[src/rtl/taus_urng_if.sv]
`default_nettype none
// ============================================================================
// Module      : taus_urng_if
// Description : Seed-load, advance and output bundle of the taus88 uniform
//               random source.
// Revision    : 1.0 - initial release
// ============================================================================
interface taus_urng_if;
  logic        seed_valid;
  logic [31:0] seed_data;
  logic        en;
  logic [31:0] out_32;
  logic        out_valid;
  logic        busy;

  // Requester side: supplies seeds and advance requests, consumes words.
  modport master (
    output seed_valid, seed_data, en,
    input  out_32, out_valid, busy
  );

  // Generator side.
  modport slave (
    input  seed_valid, seed_data, en,
    output out_32, out_valid, busy
  );
endinterface
`default_nettype wire

[src/rtl/taus_urng.sv]
`default_nettype none
// ============================================================================
// Module      : taus_urng
// Description : Three-component combined Tausworthe (taus88) uniform 32-bit
//               generator with a three-beat seed loader, a warm-up phase and
//               a one-word-per-cycle output strobe.
// Revision    : 1.0 - initial release
// ============================================================================
module taus_urng #(
  parameter logic [31:0] SEED1  = 32'h0000_0002,
  parameter logic [31:0] SEED2  = 32'h0000_0008,
  parameter logic [31:0] SEED3  = 32'h0000_0010,
  parameter int unsigned WARMUP = 16
) (
  input  wire logic   clk,
  input  wire logic   reset,
  taus_urng_if.slave  bus
);

  typedef enum logic [1:0] {
    ST_LOAD = 2'd0,
    ST_WARM = 2'd1,
    ST_RUN  = 2'd2
  } state_t;

  // Forcing one low-order bit per component keeps every state away from the
  // all-zero-in-significant-bits degenerate cycles.
  localparam logic [31:0] c_force1 = 32'h0000_0002;
  localparam logic [31:0] c_force2 = 32'h0000_0008;
  localparam logic [31:0] c_force3 = 32'h0000_0010;

  localparam logic [31:0] c_seed1 = SEED1 | c_force1;
  localparam logic [31:0] c_seed2 = SEED2 | c_force2;
  localparam logic [31:0] c_seed3 = SEED3 | c_force3;

  // A zero warm-up skips WARM entirely.
  localparam state_t      c_start      = (WARMUP == 0) ? ST_RUN : ST_WARM;
  localparam logic        c_start_busy = (WARMUP == 0) ? 1'b0 : 1'b1;
  localparam logic [15:0] c_warm_last  = (WARMUP == 0) ? 16'd0 : 16'(WARMUP - 1);

  state_t      r_state;
  logic [1:0]  r_beat;
  logic [15:0] r_warm_cnt;
  logic [31:0] r_s1;
  logic [31:0] r_s2;
  logic [31:0] r_s3;
  logic [31:0] r_out_32;
  logic        r_out_valid;
  logic        r_busy;

  logic [31:0] w_s1_nxt;
  logic [31:0] w_s2_nxt;
  logic [31:0] w_s3_nxt;
  logic [31:0] w_word_nxt;

  // One taus88 step of each component; shifts are logical and truncate.
  assign w_s1_nxt   = ((r_s1 & 32'hFFFF_FFFE) << 12) ^ (((r_s1 << 13) ^ r_s1) >> 19);
  assign w_s2_nxt   = ((r_s2 & 32'hFFFF_FFF8) << 4)  ^ (((r_s2 << 2)  ^ r_s2) >> 25);
  assign w_s3_nxt   = ((r_s3 & 32'hFFFF_FFF0) << 17) ^ (((r_s3 << 3)  ^ r_s3) >> 11);
  assign w_word_nxt = w_s1_nxt ^ w_s2_nxt ^ w_s3_nxt;

  // Seed loading, warm-up stepping and RUN stepping; a seed beat always
  // takes priority over a step in the same cycle.
  always_ff @(posedge clk or posedge reset) begin
    if (reset) begin
      r_s1        <= c_seed1;
      r_s2        <= c_seed2;
      r_s3        <= c_seed3;
      r_state     <= c_start;
      r_busy      <= c_start_busy;
      r_beat      <= 2'd0;
      r_warm_cnt  <= 16'd0;
      r_out_32    <= 32'd0;
      r_out_valid <= 1'b0;
    end else begin
      r_out_valid <= 1'b0;
      if (bus.seed_valid) begin
        case (r_beat)
          2'd0:    r_s1 <= bus.seed_data | c_force1;
          2'd1:    r_s2 <= bus.seed_data | c_force2;
          default: r_s3 <= bus.seed_data | c_force3;
        endcase
        if (r_beat[1]) begin
          // Third beat completes the seed and restarts warm-up.
          r_beat     <= 2'd0;
          r_warm_cnt <= 16'd0;
          r_state    <= c_start;
          r_busy     <= c_start_busy;
        end else begin
          r_beat  <= r_beat + 2'd1;
          r_state <= ST_LOAD;
          r_busy  <= 1'b1;
        end
      end else begin
        case (r_state)
          ST_WARM: begin
            r_s1 <= w_s1_nxt;
            r_s2 <= w_s2_nxt;
            r_s3 <= w_s3_nxt;
            if (r_warm_cnt == c_warm_last) begin
              r_state <= ST_RUN;
              r_busy  <= 1'b0;
            end else begin
              r_warm_cnt <= r_warm_cnt + 16'd1;
            end
          end
          ST_RUN: begin
            if (bus.en) begin
              r_s1        <= w_s1_nxt;
              r_s2        <= w_s2_nxt;
              r_s3        <= w_s3_nxt;
              r_out_32    <= w_word_nxt;
              r_out_valid <= 1'b1;
            end
          end
          default: ;  // LOAD waits for the remaining beats with no timeout
        endcase
      end
    end
  end

  assign bus.out_32    = r_out_32;
  assign bus.out_valid = r_out_valid;
  assign bus.busy      = r_busy;

endmodule
`default_nettype wire

[src/flat_wrapper.sv]
// flat-port wrapper written by rule: the top's interface ports become plain ports
module taus_urng_flat 
#(
  parameter logic [31:0] SEED1  = 32'h0000_0002,
  parameter logic [31:0] SEED2  = 32'h0000_0008,
  parameter logic [31:0] SEED3  = 32'h0000_0010,
  parameter int unsigned WARMUP = 16
)
  (clk, reset, bus_seed_valid, bus_seed_data, bus_en, bus_out_32, bus_out_valid, bus_busy);
  taus_urng_if bus_i ();
  input  wire logic clk;
  input  wire logic reset;
  input wire logic [$bits(bus_i.seed_valid)-1:0] bus_seed_valid;
  input wire logic [$bits(bus_i.seed_data)-1:0] bus_seed_data;
  input wire logic [$bits(bus_i.en)-1:0] bus_en;
  output wire logic [$bits(bus_i.out_32)-1:0] bus_out_32;
  output wire logic [$bits(bus_i.out_valid)-1:0] bus_out_valid;
  output wire logic [$bits(bus_i.busy)-1:0] bus_busy;
  assign bus_i.seed_valid = bus_seed_valid;
  assign bus_i.seed_data = bus_seed_data;
  assign bus_i.en = bus_en;
  assign bus_out_32 = bus_i.out_32;
  assign bus_out_valid = bus_i.out_valid;
  assign bus_busy = bus_i.busy;
  taus_urng #(.SEED1(SEED1), .SEED2(SEED2), .SEED3(SEED3), .WARMUP(WARMUP)) u_core (.clk(clk), .reset(reset), .bus(bus_i));
endmodule
[config.mk]
export PLATFORM = sky130hd
export DESIGN_NAME = taus_urng_flat
export DESIGN_NICKNAME = d
export VERILOG_FILES = /design/src/rtl/taus_urng_if.sv /design/src/rtl/taus_urng.sv /design/src/flat_wrapper.sv
export SDC_FILE = /design/constraint.sdc
export NUM_CORES = 1
export LEC_CHECK = 0
export BUFFER_PORTS_ARGS = -buffer_cell sky130_fd_sc_hd__buf_2
export CORE_MARGIN = 8
export CORE_UTILIZATION = 54
export DETAILED_ROUTE_END_ITERATION = 7
export PLACE_DENSITY = 0.78
export SYNTH_ARGS = -nofsm -noshare
export SYNTH_HDL_FRONTEND = slang
export SYNTH_SLANG_ARGS = --single-unit
[constraint.sdc]
create_clock -name clk -period 3.65 [get_ports clk]
set_input_delay 0.1825 -clock clk [delete_from_list [all_inputs] [get_ports clk]]
set_output_delay 0.1825 -clock clk [all_outputs]
set_load 0.1 [all_outputs]
Word level (Yosys, flattened, before mapping)

Index checks and enable logic that the tools add are counted.

Bits in registers: 150
Input bits: 36
Output and inout bits: 34
Logic and storage cells: 68

$add $sub $neg: 2
Eq/ne operators: 10
Mux-type cells: 27
Bitwise logic cells: 9
Reduce and logical (&&, ||, !) cells: 11

Operator list:

| cell                                                              | number |
|---|---|
| 32-bit 2-to-1 mux                                                 | 9 |
| 32-bit one-hot mux with 2 select lines                            | 3 |
| 32-bit XOR                                                        | 5 |
| 16-bit 2-to-1 mux                                                 | 4 |
| 32-bit by 13-bit XOR with 32-bit output                           | 1 |
| 32-bit by 21-bit XOR with 32-bit output                           | 1 |
| 32-bit by 7-bit XOR with 32-bit output                            | 1 |
| 16-bit by 1-bit adder with 16-bit output (second input constant)  | 1 |
| 16-bit by 4-bit == test with 1-bit output (second input constant) | 1 |
| 3-bit AND reduction                                               | 5 |
| 2-bit 2-to-1 mux                                                  | 4 |
| 1-bit 2-to-1 mux                                                  | 7 |
| 2-bit by 1-bit != test with 1-bit output (second input constant)  | 3 |
| 2-bit by 1-bit == test with 1-bit output (second input constant)  | 2 |
| 2-bit != test (second input constant)                             | 2 |
| 2-bit nonzero test                                                | 2 |
| 3-bit != test (second input constant)                             | 1 |
| 3-bit nonzero test                                                | 1 |
| 2-bit by 1-bit adder with 2-bit output (second input constant)    | 1 |
| 2-bit == test (second input constant)                             | 1 |
| 2-bit zero test                                                   | 1 |
| 2-bit AND reduction                                               | 1 |
| 2-bit OR reduction                                                | 1 |
| 1-bit NOT                                                         | 1 |

Depth between registers and ports, before layout

Depth after elaboration: 5
Gate-level depth with buffers: 7
Gate-level depth less buffers: 5

Worst setup path before layout

OpenSTA, ideal clock, no wires.

Kind: reg2reg
Start: register u_core.r_state[0]
End: register u_core.r_s2[13]
Library setup time: 0.125 ns
Arrival time: 1.804 ns
Data required time: 3.525 ns
Slack: 1.721 ns
Stages on the path, launching flop included: 6
Path buffers: 2
Clock period less this slack: 1.929 ns
Cell sequence: dfstp_2 > and3b_1 > o31ai_1 > buf_2 > buf_2 > mux2_2

Longest elaborated chain between the ends: 3
Elaborated cells between the ends (all ways): 7
Classes of those cells: eq/ne: 3; mux: 2; reduce/logical: 2

Ends and longest elaborated chain:

| element                                                                   | line             | RTL |
|---|---|---|
| start, declared                                                           | taus_urng.sv:41  | `state_t r_state;` |
| start signal, assigned                                                    | taus_urng.sv:69  | `r_state <= c_start;` |
| start signal, assigned                                                    | taus_urng.sv:87  | `r_state <= c_start;` |
| 2-bit == test or 2-bit by 1-bit == test with 1-bit output (tied branches) | taus_urng.sv:95  | `case (r_state)` |
| 3-bit != test (no source line) (tied with other cells)                    | n/a              |  |
| 3-bit AND reduction (no source line) or 32-bit 2-to-1 mux (tied branches) | n/a              |  |
| end signal, assigned                                                      | taus_urng.sv:80  | `2'd1: r_s2 <= bus.seed_data \| c_force2;` |
| end signal, assigned                                                      | taus_urng.sv:98  | `r_s2 <= w_s2_nxt;` |
| end signal, assigned                                                      | taus_urng.sv:110 | `r_s2 <= w_s2_nxt;` |
| end, declared                                                             | taus_urng.sv:45  | `logic [31:0] r_s2;` |

Parallel ways exist; a longest one is shown, timed or not.
A chain may end at the register's enable or synchronous reset.

Final worst setup path

Start: register u_core.r_state[0]
End: register u_core.r_s1[27]

Longest elaborated chain between the ends: 3
Elaborated cells between the ends (all ways): 7
Classes of those cells: eq/ne: 3; mux: 2; reduce/logical: 2

Ends and longest elaborated chain:

| element                                                                   | line             | RTL |
|---|---|---|
| 2-bit == test or 2-bit by 1-bit == test with 1-bit output (tied branches) | taus_urng.sv:95  |  |
| 3-bit != test (no source line) (tied with other cells)                    | n/a              |  |
| 3-bit AND reduction (no source line) or 32-bit 2-to-1 mux (tied branches) | n/a              |  |
| end signal, assigned                                                      | taus_urng.sv:79  | `2'd0: r_s1 <= bus.seed_data \| c_force1;` |
| end signal, assigned                                                      | taus_urng.sv:97  | `r_s1 <= w_s1_nxt;` |
| end signal, assigned                                                      | taus_urng.sv:109 | `r_s1 <= w_s1_nxt;` |
| end, declared                                                             | taus_urng.sv:44  | `logic [31:0] r_s1;` |

Parallel ways exist; a longest one is shown, timed or not.

==> run_results.csv <==
group,metric,value,unit
run_status,status,"complete, but fails checks",
run_status,violations,"negative hold slack",
floorplanning,start_util,54.3,%
detailed_routing,drt-initial-drc-count,324,
setup_path,worstPathArrival,2.76,ns
timing,setup_viol,0,
global_route,busiest_layer,"met2",
clocking,h-tree-depth,4,
placement,port_buffers,67,
clocking,postCtsHoldBufs,0,
setup_path,cp_slowest_cell,"nor2_2",
setup_path,critPathLaunchType,"flop",
floorplanning,row_count,43,
yosys,syn-num-nets,770,
detailed_routing,num_vias,5605,
clocking,path_clk_slew,0.06,ns
placement,gp_congestion,0.923,
cells_and_area,n_fill_cell,1101,
global_route,use_met3,4.56,%
placement,dp_hpwl,13200,um
clocking,cts_buffer_depth,2,
floorplanning,core_area,13700,um2
yosys,netlist_area,7420,um2
timing,clock-skew-final,0.0109,ns
global_route,grt_pass1_vias,5846,
detailed_routing,routed_wl,18900,um
timing,fin_tns_setup,0,ns
detailed_routing,drtAntennaViolNets,0,
global_route,grt_pass1_wl,30300,um
cells_and_area,final_cell_mix,"137 x dfrtp_1, 119 x o21ai_0, 93 x xnor2_1",
yosys,ys_warn_count,0,
timing,worstMarginPinSlew,0.939,ns
global_route,grt_overflow,0,
global_route,use_met2,35.6,%
floorplanning,io_pins,70,
floorplanning,die_h,133,um
timing,slew-limit-headroom,37.2,%
yosys,syn_inst,733,
worst_hold_path,holdCritPathClass,"input pin to asynchronous set/reset pin",
floorplanning,die-area,17700,um2
timing,rsz0062_at_grt,"false",
cells_and_area,layout.cells.non_filler,981,
setup_path,endpoint_kind,"flop",
floorplanning,fp.dieW,133,um
cells_and_area,nets,824,
placement,placed_cells,948,
timing,hold_viol,28,
yosys,synth_area_per_cell,10.1,um2
clocking,cts_sinks,142,
setup_path,cpPeakStageDelay,0.56,ns
detailed_routing,wl_per_cell,19.2,um
yosys,synth_edf_count,0,
flow_run,max_cap_violations,0,
clocking,cts_buffers,17,
yosys,ys.flop_type,"dfrtp_1",
clocking,clock_latency,0.42,ns
global_route,grt_usage,21.6,%
global_route,met1_usage,25.0,%
global_route,grt_start_max_net_pins,143,
timing,whs,-0.0336,ns
clocking,cts_root_buf,"clkbuf_16",
timing,finalCriticalPeriod,2.46,ns
detailed_routing,drt-vias-per-instance,5.71,
clocking,cts_tree,"yes",
cells_and_area,final_common_cell,"dfrtp_1",
timing,fin_crit_sh,67.5,%
setup_path,worstPathMaxFanout,22,
yosys,synth-async-reset-ratio,100,%
yosys,ys_seq_area_share,48.0,%
detailed_routing,drc_errors,0,
clocking,postCtsSetupBuffers,0,
setup_path,path_class,"flop to flop",
timing,fmax,406,MHz
timing,drv_slew,0,
clocking,cts_resized,0,
yosys,synth_cell_types,55,
setup_path,crit_chain,"and3b_1 -> o21a_1 -> nor2_2 -> buf_12 -> mux2_2",
yosys,ys_ff_latch,142,
setup_path,crit_required,3.95,ns
cells_and_area,syn_to_final_growth,14.9,%
detailed_routing,drt-pass1-iter-count,4,
global_route,antenna_found_initial,0,
cells_and_area,drive_above_1_share,22.8,%
logic make-up (layout without fill, tap and decap cells):
group | after synthesis | after routing | synth area share [%]
buffers and inverters | 88 | 155 | 5.01
other | 0 | 1 | 0
AND/OR/NAND/NOR | 153 | 153 | 9.85
multiplexers | 77 | 77 | 11.3
flip-flops | 142 | 142 | 48.0
AO/OA/AOI/OAI | 167 | 167 | 13.3
adder cells (fa/ha/maj) | 1 | 1 | 0.169
XOR/XNOR | 105 | 105 | 12.4
cells in the mapped netlist, types with 2 or more instances:
| cell | count | area [um2] |
|---|---|---|
| o21ai_0 | 119 | 596 |
| buf_6 | 2 | 22.5 |
| or3_1 | 6 | 37.5 |
| o31ai_1 | 9 | 67.6 |
| nand4_1 | 6 | 37.5 |
| mux2i_1 | 23 | 230 |
| nand3_1 | 10 | 50.1 |
| a22o_2 | 2 | 20.0 |
| nor3_1 | 2 | 10.0 |
| nand2_1 | 88 | 330 |
| xor2_1 | 12 | 105 |
| and2_1 | 4 | 25.0 |
| nor2_1 | 15 | 56.3 |
| a22oi_1 | 3 | 22.5 |
| a211o_1 | 2 | 17.5 |
| xnor2_1 | 93 | 815 |
| nor4b_1 | 2 | 17.5 |
| nor2b_1 | 2 | 12.5 |
| o211ai_1 | 6 | 45.0 |
| a21boi_0 | 10 | 75.1 |
| inv_1 | 48 | 180 |
| a21o_1 | 3 | 22.5 |
| or4_4 | 2 | 22.5 |
| mux2_2 | 54 | 608 |
| a21oi_1 | 2 | 10.0 |
| a22o_1 | 2 | 17.5 |
| a211o_2 | 2 | 20.0 |
| buf_1 | 5 | 18.8 |
| and3_1 | 3 | 18.8 |
| dfstp_2 | 5 | 131 |
| or4_1 | 2 | 15.0 |
| buf_2 | 7 | 35.0 |
| dfrtp_1 | 137 | 3430 |
| clkbuf_1 | 24 | 90.1 |
flip-flops by register name (all words and copies together), names as in the netlist:
name                  flops
u_core.bus.busy           1
u_core.bus.out_32        32
u_core.bus.out_valid      1
u_core.r_beat             2
u_core.r_s1              31
u_core.r_s2              29
u_core.r_s3              28
u_core.r_state            2
u_core.r_warm_cnt        16
area by class of cell:
class / count / area [um2] / share of cell area, %
antenna: 1 / 2.50 / 0.0293
clock buffer: 18 / 439 / 5.15
clock inverter: 14 / 189 / 2.22
tap: 180 / 225 / 2.64
sequential: 142 / 3560 / 41.7
multi-input combinational: 503 / 3510 / 41.1
inverter: 48 / 184 / 2.16
timing repair buffer: 75 / 420 / 4.93
through the flow:
stage | setup WS, ns | cell area, um2 | utilization (%)
after floorplan | 1.69 | 7420 | -
after global placement | 1.31 | 7900 | 57.8
after detailed placement | 1.26 | 7900 | 57.8
after CTS | 1.22 | 8520 | 62.4
after global routing | 1.15 | 8520 | 62.4
final | 1.19 | 8530 | 62.4
worst max-delay path, delay by kind of cell (launching register included):
family	cells	cell delay, ns
buffers and inverters	1	0.26
AOI/OAI and AO/OA	1	0.33
and+or+nand+nor	2	0.83
muxes	1	0.35
DFF	1	0.54
layer usage:
metal / vias up / share of wire (%)
met2: 168 / 49
li1: 2599 / -
met4: 0 / 5.0
met3: 59 / 5.4
met1: 2779 / 40
met5: - / 0
final timing paths:
path,startpoint,end,slack [ns],cells after the start
min in group clk,bus_seed_data[4],u_core.r_s1[4],0.10,3
worst min register to register,u_core.bus.out_32[4],u_core.bus.out_32[4],0.47,2
max in group asynchronous,reset,u_core.r_s1[27],3.07,3
worst max register to register,u_core.r_state[0],u_core.r_s1[27],1.19,5
worst min-delay path,reset,u_core.r_warm_cnt[0],-0.03,3
worst max-delay path,u_core.r_state[0],u_core.r_s1[27],1.19,5
Power is left out: the tool's default activity adds up to more than one toggle a clock period on the data nets, which glitch-free logic cannot reach.
